$ cat src/rtl/fetch_stage.sv
// Instruction fetch stage: PC sequencing, one-entry hold buffer, IF/ID register and immsrc predecode.
// Optional retired-fetch counter enabled by defining FETCH_PERF_CNT_EN.
module fetch_stage #(
  parameter logic [31:0] RESET_PC = 32'h0000_0000
) (
  input  logic        clk,
  input  logic        rst_n,
  output logic        imem_req,
  output logic [31:0] imem_addr,
  input  logic [31:0] imem_rdata,
  input  logic        imem_valid,
  input  logic        stall,
  input  logic        branch_taken,
  input  logic [31:0] branch_target,
  output logic        ifid_valid,
  output logic [31:0] ifid_instr,
  output logic [31:0] ifid_pc,
  output logic [31:0] ifid_pc4,
  output logic [24:0] imm_field,
  output logic [2:0]  immsrc
`ifdef FETCH_PERF_CNT_EN
  ,
  output logic [31:0] fetch_count
`endif
);

  typedef enum logic [1:0] {
    BOOT,
    FETCH,
    HOLD
  } state_t;

  state_t      state;
  logic [31:0] pc;
  logic [31:0] hbuf;
  logic        ld;
  logic [31:0] ldw;

  function automatic logic [2:0] predec(input logic [6:0] op);
    logic [2:0] r;
    r = 3'b111;
    unique case (1'b1)
      op == 7'b0000011,
      op == 7'b0010011,
      op == 7'b1100111: r = 3'b000;
      op == 7'b0100011: r = 3'b001;
      op == 7'b1100011: r = 3'b010;
      op == 7'b0110111,
      op == 7'b0010111: r = 3'b011;
      op == 7'b1101111: r = 3'b100;
      default:          r = 3'b111;
    endcase
    return r;
  endfunction

  assign imem_req  = (state == FETCH);
  assign imem_addr = pc;
  assign imm_field = ifid_instr[31:7];

  // An IF/ID load happens only when nothing of higher priority intervenes.
  always_comb begin
    ld  = 1'b0;
    ldw = imem_rdata;
    if (!branch_taken && !stall) begin
      if (state == FETCH && imem_valid) begin
        ld = 1'b1;
      end else if (state == HOLD) begin
        ld  = 1'b1;
        ldw = hbuf;
      end
    end
  end

  always_ff @(posedge clk) begin
    if (!rst_n) begin
      state      <= BOOT;
      pc         <= RESET_PC;
      hbuf       <= 32'h0;
      ifid_valid <= 1'b0;
      ifid_instr <= 32'h0000_0013;
      ifid_pc    <= 32'h0;
      ifid_pc4   <= 32'h0;
      immsrc     <= 3'b000;
    end else begin
      if (ld) begin
        ifid_valid <= 1'b1;
        ifid_instr <= ldw;
        ifid_pc    <= pc;
        ifid_pc4   <= pc + 32'd4;
        immsrc     <= predec(ldw[6:0]);
        pc         <= pc + 32'd4;
      end
      unique case (state)
        BOOT: state <= FETCH;
        FETCH: begin
          if (branch_taken) begin
            pc         <= {branch_target[31:2], 2'b00};
            ifid_valid <= 1'b0;
          end else if (stall) begin
            if (imem_valid) begin
              hbuf  <= imem_rdata;
              state <= HOLD;
            end
          end else if (!imem_valid) begin
            ifid_valid <= 1'b0;
          end
        end
        HOLD: begin
          if (branch_taken) begin
            pc         <= {branch_target[31:2], 2'b00};
            ifid_valid <= 1'b0;
            state      <= FETCH;
          end else if (!stall) begin
            state <= FETCH;
          end
        end
        default: state <= BOOT;
      endcase
    end
  end

`ifdef FETCH_PERF_CNT_EN
  always_ff @(posedge clk) begin
    if (!rst_n) begin
      fetch_count <= 32'h0;
    end else if (ld) begin
      fetch_count <= fetch_count + 32'd1;
    end
  end
`endif

endmodule

$ cat config.mk
export PLATFORM = sky130hd
export DESIGN_NAME = fetch_stage
export DESIGN_NICKNAME = d
export VERILOG_FILES = /design/src/rtl/fetch_stage.sv
export SDC_FILE = /design/constraint.sdc
export NUM_CORES = 1
export LEC_CHECK = 0
export CAP_MARGIN = 20
export CORE_MARGIN = 5
export CORE_UTILIZATION = 51
export DETAILED_ROUTE_END_ITERATION = 6
export GPL_ROUTABILITY_DRIVEN = 0
export PLACE_DENSITY = 0.92
export SLEW_MARGIN = 20
export SYNTH_ARGS = -nofsm -noshare
export SYNTH_HDL_FRONTEND = slang
export SYNTH_SLANG_ARGS = --single-unit
$ cat constraint.sdc
create_clock -name clk -period 5.5 [get_ports clk]
set_clock_uncertainty 0.2 [all_clocks]
set_input_delay 1.65 -clock clk [delete_from_list [all_inputs] [get_ports clk]]
set_output_delay 1.65 -clock clk [all_outputs]
set_load 0.005 [all_outputs]
==> impl_metrics.env <==
export IMPL_worst_setup_hold_path_clk_slew_ps=60
export IMPL_setup_tns_final_ps=0
export IMPL_setup_worst_path_start="branch_taken"
export IMPL_crit_reg2reg_launch="state[1]$_SDFFE_PN0P_"
export IMPL_final_min_clock_period_ps=3970
export IMPL_setup_reg_to_reg_worst_slack_ps=2710
export IMPL_placed_cells=1251
export IMPL_postSynthRegisterBits=160
export IMPL_final_cells=1284
export IMPL_detail_route_iter0_violations=621
export IMPL_fmax_ghz=0.252
export IMPL_drcViolationCount=0
export IMPL_synth_lib_cells_used_distinct=50
export IMPL_die_height_um=131
export IMPL_maximum_number_of_pins_on_one_net_before_global_route_repair=89
export IMPL_rsz0062_at_grt="no"
export IMPL_post_route_period_util_pct=72.2
export IMPL_viasPerCell=5.64
export IMPL_netlist_instances=942
export IMPL_power_leakage_uw=0.00341
export IMPL_synthAdderAreaFrac_pct=1.01
export IMPL_layout_area_overhead_vs_synth_pct=34.2
export IMPL_cts_resized_gates=0
export IMPL_crit_reg2reg_capture="immsrc[1]$_SDFFE_PN0P_"
export IMPL_htree_num_levels=4
export IMPL_postRouteWirelength_um=21700
export IMPL_core_area_um2=14400
export IMPL_hold_start="ifid_pc[7]$_SDFFE_PN0P_"
export IMPL_finalPower_uw=3740
export IMPL_number_of_enable_type_register_cells_in_the_synthesized_netlist=0
export IMPL_relSlewSlack_pct=39.8
export IMPL_ys_seq_area_share_pct=43.0
export IMPL_synth_area_mux_share_pct=1.48
export IMPL_synthTopCellsByCount="sky130_fd_sc_hd__nand2_1, sky130_fd_sc_hd__dfxtp_1, sky130_fd_sc_hd__a21oi_1"
export IMPL_grt_pass1_vias=6717
export IMPL_timing_critical_path_required_ps=5610
export IMPL_setup_worst_path_start_class="primary input"
export IMPL_cp_max_fo=18
export IMPL_cts_sinks=160
export IMPL_finalNetCount=1161
export IMPL_worst_case_setup_slack_after_placement_ps=1160
export IMPL_num_vias=7246
export IMPL_detail_route_first_pass_iterations=5
export IMPL_core_rowCount=44
export IMPL_root_buffer="sky130_fd_sc_hd__clkbuf_16"
export IMPL_grt_met3_usage_pct=6.26
export IMPL_global_route_usage_met1_pct=31.9
export IMPL_post_cts_setup_buffers=0
export IMPL_setup_ws_ps=1530
export IMPL_synthesis_area_per_instance_um2=7.90
export IMPL_synth_xor_area_share_pct=5.89
export IMPL_cp_arrival_ps=4080
export IMPL_floorplan_die_area_um2=17100
export IMPL_pin_count=227
export IMPL_wl_per_cell_um=16.9
export IMPL_tritoncts_clock_tree="yes"
export IMPL_setup_worst_path_class="primary input to flip-flop"
export IMPL_clkLatencyLatePin_ps=420
export IMPL_post_synth_and_or_nand_nor_area_fraction_pct=23.1
export IMPL_most_used_routing_layer_in_global_routing="met2"
export IMPL_slew_viol_final=0
export IMPL_timing_max_cap_violations=0
export IMPL_synth_compound_gate_area_share_pct=17.6
export IMPL_status="completed"
export IMPL_timing_reg2reg_worst_path_depth=7
export IMPL_synthTopCellsByArea="sky130_fd_sc_hd__dfxtp_1, sky130_fd_sc_hd__nand2_1, sky130_fd_sc_hd__a21oi_1, sky130_fd_sc_hd__nor2_1, sky130_fd_sc_hd__buf_4"
export IMPL_timing_worst_slew_pin_value_ps=900
export IMPL_drive_above_1_share_pct=5.10
export IMPL_largest_family_of_logic_cells_by_synthesized_area="simple AND/OR/NAND/NOR gates"
export IMPL_most_common_flop_cell_mapped_by_yosys="sky130_fd_sc_hd__dfxtp_1"
export IMPL_max_vdd_ir_drop_v=0.000277
export IMPL_global_route_usage_total_pct=24.8
export IMPL_cts_hold_buffers=0
export IMPL_gr_usage_met2_pct=40.6
export IMPL_worstHoldPathType="flip-flop to flip-flop"
export IMPL_port_buffer_count=218
export IMPL_postRouteAntennaNets=0
export IMPL_synth_top_area_cell="sky130_fd_sc_hd__dfxtp_1"
export IMPL_initial_core_util_pct=51.6
export IMPL_synthesis_yosys_warnings=0
export IMPL_cts_path_max_buffers=2
export IMPL_hold_violations=0
export IMPL_antenna_found_initial=1
export IMPL_cts_made_buffers=17
export IMPL_synth_async_reset_ratio_pct=0
export IMPL_die_width_um=131
export IMPL_grt_pass1_wl_um=33900
export IMPL_hold_ws_ps=253
export IMPL_yosysMostFrequentCell="sky130_fd_sc_hd__nand2_1"
export IMPL_setup_viol=0
export IMPL_power_per_cell_area_nw_per_um2=374
export IMPL_netlist_area_um2=7440
export IMPL_place_detailed_hpwl_um=14900
export IMPL_yosys_area_top_type_share_pct=43.0
export IMPL_worst_setup_path_end_kind="flip-flop"
export IMPL_grt_ovfl_total=0
export IMPL_worst_setup_path_endpoint="immsrc[1]$_SDFFE_PN0P_"
## cell type report
cell class / count / area (um2)
Fill cell: 1110 / 4440
Multi-Input combinational cell: 672 / 3690
Sequential cell: 160 / 3200
Timing Repair Buffer: 229 / 2270
Clock buffer: 22 / 454
Tap cell: 184 / 230
Clock inverter: 10 / 113
Inverter: 6 / 25.0
Antenna cell: 1 / 2.50
## state kept, by name, summed over array words and instances (netlist names)
register,flops
hbuf,32
ifid_instr,32
ifid_pc,30
ifid_pc4,30
ifid_valid,1
imem_addr,30
immsrc,3
state,2
## layout by cell type, fill, tap and decap left out, drive strengths merged, types with 4 or more instances in the layout
cell / count
or3: 5
and3: 9
nand3: 24
clkbuf: 22
o21ai: 44
clkdlybuf4s50: 217
nor3: 14
a211oi: 21
and2: 5
o311ai: 5
mux2i: 11
nor2: 79
clkinvlp: 5
o211ai: 5
inv: 6
conb: 6
a311oi: 26
a21oi: 103
dfxtp: 160
xnor2: 24
nand2: 204
ha: 6
buf: 12
nor4: 4
nand4: 26
xor2: 26
## power breakdown
group          switching [uW]  total, uW  internal (uW)
clock network             466       1140            678
logic                     468       1010            543
registers                 257       1580           1320
## routing by layer
| metal | wire length, um | vias up |
|---|---|---|
| met3 | 2030 | 36 |
| met1 | 8740 | 3381 |
| met2 | 10400 | 330 |
| li1 | - | 3499 |
| met4 | 530 | 0 |
| met5 | 0 | - |
## worst max-delay path: stages
cell	delay [ps]
sky130_fd_sc_hd__clkdlybuf4s50_1	500
sky130_fd_sc_hd__nor2_1	270
sky130_fd_sc_hd__nand3_1	700
sky130_fd_sc_hd__mux2i_1	480
sky130_fd_sc_hd__nand4_1	170
sky130_fd_sc_hd__o221a_2	290
## logic make-up (layout without fill, tap and decap cells)
kind of cell	Yosys count	count (layout)
and+or+nand+nor	382	382
AOI/OAI and AO/OA	217	217
DFF	160	160
buffers and inverters	115	267
xor gates and xnor gates	50	50
muxes	11	11
adders and majority gates	6	6
other	1	7
## stage by stage
step           cell area (um2)  util, %
2_1_floorplan             7460        -
5_1_grt                   9990     69.2
3_5_place_dp              9420     65.3
4_1_cts                   9990     69.2
3_3_place_gp              9420     65.3
6_report                  9990     69.2
## worst min-delay path by stage
stage	depth (start not counted)	slack, ps	to
detailed placement	2	250	ifid_pc[9]$_SDFFE_PN0P_
global placement	2	240	ifid_pc[21]$_SDFFE_PN0P_
global route	2	270	hbuf[31]$_SDFFE_PN0P_
floorplan	2	240	hbuf[10]$_SDFFE_PN0P_
finish	2	250	ifid_pc[7]$_SDFFE_PN0P_
CTS	2	260	ifid_pc[22]$_SDFFE_PN0P_
Power figures use the tool's default switching activity.
==> RTL change 1: new RTL, config.mk and constraints unchanged <==
Encoding of `state_t`: now one-hot (3 bits for 3 states).
--- a/src/rtl/fetch_stage.sv
+++ b/src/rtl/fetch_stage.sv
@@ -25,8 +25,8 @@
 );
 
-  typedef enum logic [1:0] {
-    BOOT,
-    FETCH,
-    HOLD
+  typedef enum logic [2:0] {
+    BOOT  = 3'b001,
+    FETCH = 3'b010,
+    HOLD  = 3'b100
   } state_t;
 
Formal check against the unedited RTL: no difference found for any inputs over 4 cycles, from zero or initial values and one cycle with rst_n low; so few cycles prove little.
==> RTL change 1 against the original RTL <==
Synthesized area shrank 2.2%; final area down 0.20%; routed wire length rose by 3.4%; global-route usage up 1.6 points; sequential cell count up 1; die area fell by 2.1%; worst setup slack improved by 0.058 ns.
Power is not compared: it rests on default switching activity, and its combinational part moved more than twofold at a synthesized area within 25%.
==> RTL change 1: results <==
set metrics [dict create \
    multi_input_cells 669 \
    grtUsageMet2_pct 45.4 \
    num_antenna_cells 0 \
    synth_cells 937 \
    inv_count 4 \
    n_all_buffers 232 \
    fin_cells 1278 \
    clkCellAreaFrac_pct 6.48 \
    synthTopCellsByCount "211 x nand2_1, 161 x dfxtp_1, 109 x a21oi_1" \
    nClkBuffers 20 \
    slew_headroom_pct 35.8 \
    nonClkBufAreaFrac_pct 23.0 \
    wl_met3_mm 2.25 \
    dp_worst_setup_slack_ns 1.18 \
    finalInstanceArea_mm2 0.00997 \
    grt_util_met3_pct 9.56 \
    fill_cells 978 \
    ys_top_cells_by_area "dfxtp_1 44%, nand2_1 11%, a21oi_1 7.5%" \
    status "complete, no violations" \
    vias 7390 \
    grt_util_met1_pct 30.0 \
    core_mm2 0.0139 \
    drive_above_1_share_pct 5.10 \
    multi_input_area_share_pct 35.7 \
    yosysWarnings 0 \
    met2RoutedLength_mm 10.9 \
    path_max_fanout 33 \
    cts_max_level 4 \
    grt.total_usage_pct 26.5 \
    slew_viol_final 0 \
    avgRoutedWirePerCell_um 17.6 \
    yosysSeqAreaShare_pct 44.3 \
    met1Wirelength_mm 8.73 \
    drtIter0Drc 595 \
    dpl.hpwl_mm 14.9 \
    grt_pass1_wl_mm 35.5 \
    antenna_found_initial 0 \
    finalNetCount 1155 \
    dpl_cell_area_mm2 0.00931 \
    grt_pass1_vias 7185 \
    cp.arrival_ns 4.08 \
    seq_cells 161 \
    seq_share_pct 32.3 \
    clk_latency_ns 0.44 \
]
## RTL change 1: changes by cell type after synthesis, moves of 8 or more
cell / unedited run / this run
buf_2: 24 / 9
clkbuf_1: 48 / 63
mux2i_1: 11 / 0
nor2_1: 78 / 70
nor4_1: 0 / 9
## RTL change 1: worst max-delay path, cell delays in order
cell             delay, ns
clkdlybuf4s50_1       0.52
nor3_1                0.47
o21a_4                0.48
buf_4                 0.39
nand4_1               0.21
xor2_1                0.19
a21oi_1               0.16
## RTL change 1: worst paths after layout
check / from / slack [ns] / depth (start not counted) / endpoint
worst max register to register: imem_addr[2]$_SDFF_PN0_ / 2.72 / 6 / imem_addr[22]$_SDFF_PN0_
worst min register to register: ifid_pc[14]$_SDFFE_PN0P_ / 0.25 / 2 / ifid_pc[14]$_SDFFE_PN0P_
worst min-delay path: ifid_pc[14]$_SDFFE_PN0P_ / 0.25 / 2 / ifid_pc[14]$_SDFFE_PN0P_
worst max-delay path: stall / 1.59 / 7 / imem_addr[22]$_SDFF_PN0_
## RTL change 1: kinds of logic (layout without fill, tap and decap cells)
| logic type | after synthesis | in the layout | share of synthesized area [%] |
|---|---|---|---|
| adder cells (fa/ha/maj) | 1 | 1 | 0.172 |
| buffers and inverters | 112 | 268 | 7.53 |
| multiplexers | 2 | 2 | 0.361 |
| XOR/XNOR | 54 | 54 | 6.50 |
| other | 1 | 6 | 0.0515 |
| AO/OA/AOI/OAI | 221 | 221 | 17.8 |
| flip-flops | 161 | 161 | 44.3 |
| AND/OR/NAND/NOR | 385 | 385 | 23.3 |
## RTL change 1: report_power, final
part	switching (mW)	internal (mW)
sequential	0.0644	1.21
clock	0.491	0.796
combinational	0.130	0.159
==> RTL change 2: new RTL, same flow settings <==
Without the edit above. Add a define of `FETCH_PERF_CNT_EN`.
--- a/src/rtl/fetch_stage.sv
+++ b/src/rtl/fetch_stage.sv
@@ -1,4 +1,6 @@
 // Instruction fetch stage: PC sequencing, one-entry hold buffer, IF/ID register and immsrc predecode.
 // Optional retired-fetch counter enabled by defining FETCH_PERF_CNT_EN.
+`define FETCH_PERF_CNT_EN
+
 module fetch_stage #(
   parameter logic [31:0] RESET_PC = 32'h0000_0000
Function (old outputs only; new: fetch_count): kept (equiv_simple and equiv_induct, registers matched by name and starting in step).
==> RTL change 2 against the original RTL <==
Maximum frequency decreased by 2.7%; final area increased by 21%; synthesized cell count increased by 21%; register-to-register slack got worse by 0.05 ns; routed wire length increased by 25%; sequential cell count increased by 32; non-clock buffer count increased by 36; worst setup slack got worse by 0.11 ns; synthesized area increased by 23%; power increased by 13%; global-route usage increased by 0.23 points; critical path type unchanged; largest cell class unchanged; largest power group unchanged.
==> RTL change 2: results <==
set metrics [dict create \
    cp.arrival_ns 4.23 \
    dp_worst_setup_slack_ns 0.991 \
    yosysWarnings 0 \
    num_antenna_cells 0 \
    ir_drop_mv 0.222 \
    path_clk_slew_ns 0.07 \
    crit_path_top_delay_cell "or4_1" \
    grtUsageMet2_pct 43.0 \
    async_flop_share_pct 0 \
    yosysSeqAreaShare_pct 42.1 \
    vias_per_cell 5.89 \
    fill_cells 1425 \
    hold_start "ifid_pc[23]$_SDFFE_PN0P_" \
    synth_cells 1142 \
    p_leak_nw 3.96 \
    reg_top3 "fetch_count (32), hbuf (32), ifid_instr (32)" \
    crit_start "stall" \
    fin_cells 1542 \
    hold_class "flip-flop to flip-flop" \
    synth-compound-area-share_pct 18.8 \
    synthMuxAreaShare_pct 2.10 \
    postCtsSetupRepairBufs 0 \
    dpl.hpwl_mm 18.3 \
    io_buffers 250 \
    finalNetCount 1376 \
    grt_util_met1_pct 30.6 \
    path_max_fanout 19 \
    cts_resized 0 \
    grt_max_degree 99 \
    clockBufferDepth 2 \
    yosysTopAreaCellShare_pct 42.1 \
    grt_util_met3_pct 6.12 \
    grt.total_usage_pct 25.1 \
    synth-xor-area-share_pct 2.88 \
    drtIter0Drc 785 \
    synth_fa_ha_area_share_pct 0.960 \
    synthTopCellsByCount "218 x nand2_1, 192 x dfxtp_1, 92 x a21oi_1" \
    status "complete, no violations" \
    drt-pass1-iter-count 5 \
    drive_above_1_share_pct 4.42 \
    ys_types 56 \
    grt_pass1_vias 8225 \
    clk_latency_ns 0.43 \
    max_stage_delay_ns 0.80 \
    avgRoutedWirePerCell_um 17.5 \
    cts_max_level 4 \
    busiest_layer "met2" \
    r2r-start "state[1]$_SDFFE_PN0P_" \
    slew_headroom_pct 42.4 \
    ys_top_cells_by_area "dfxtp_1 42%, nand2_1 9.0%, a21oi_1 5.0%" \
    clockRootBuffer "clkbuf_16" \
    antenna_found_initial 1 \
    numCtsBuffers 17 \
    grt_pass1_wl_mm 42.2 \
]
-- RTL change 2: path summary, 6_finish.rpt --
path / endpoint / cells past startpoint / slack [ns]
setup / recovery: fetch_count[30]$_SDFFE_PN0P_ / 5 / 1.42
hold reg to reg: ifid_pc[23]$_SDFFE_PN0P_ / 2 / 0.25
hold / removal: ifid_pc[23]$_SDFFE_PN0P_ / 2 / 0.25
setup reg to reg: fetch_count[30]$_SDFFE_PN0P_ / 7 / 2.66
-- RTL change 2: cell families after synthesis --
logic type / after synthesis
AO/OA/AOI/OAI: 276
XOR/XNOR: 30
adder cells (fa/ha/maj): 7
buffers and inverters: 144
flip-flops: 192
multiplexers: 19
other: 1
AND/OR/NAND/NOR: 473
-- RTL change 2: layout make-up --
class	count	area, um^2	share of cell area [%]
well taps	229	287	2.37
repair buffers	265	2630	21.7
flip-flops and latches	192	3840	31.8
multi-input cells	811	4620	38.2
clock buffers	20	467	3.86
inverters	13	51.3	0.425
clock inverters	12	193	1.59
-- RTL change 2: layer usage --
metal	vias up	part of all wire, %
li1	4377	-
met1	4280	39
met2	377	49
met3	51	8.6
met4	2	2.8
met5	-	0.048
-- RTL change 2: critical path, delay by kind of cell --
family	cells	cell delay, ns
buffers and inverters	1	0.64
and+or+nand+nor	3	1.69
muxes	1	0.25
-- RTL change 2: metrics by stage --
step	area [um^2]	util [%]	hold WS, ns	total power, mW
3_3_place_gp	11400	64.2	0.241	2.82
6_report	12100	68.0	0.254	4.22
3_5_place_dp	11400	64.2	0.247	2.85
2_1_floorplan	9140	-	0.237	2.31
4_1_cts	12100	67.9	0.256	4.23
5_1_grt	12100	68.0	0.270	4.42
-- RTL change 2: power breakdown --
| group | total (mW) | internal (mW) | switching [mW] |
|---|---|---|---|
| Combinational | 1.03 | 0.543 | 0.486 |
| Clock | 1.39 | 0.812 | 0.575 |
| Sequential | 1.80 | 1.55 | 0.248 |
| Total | 4.22 | 2.91 | 1.31 |
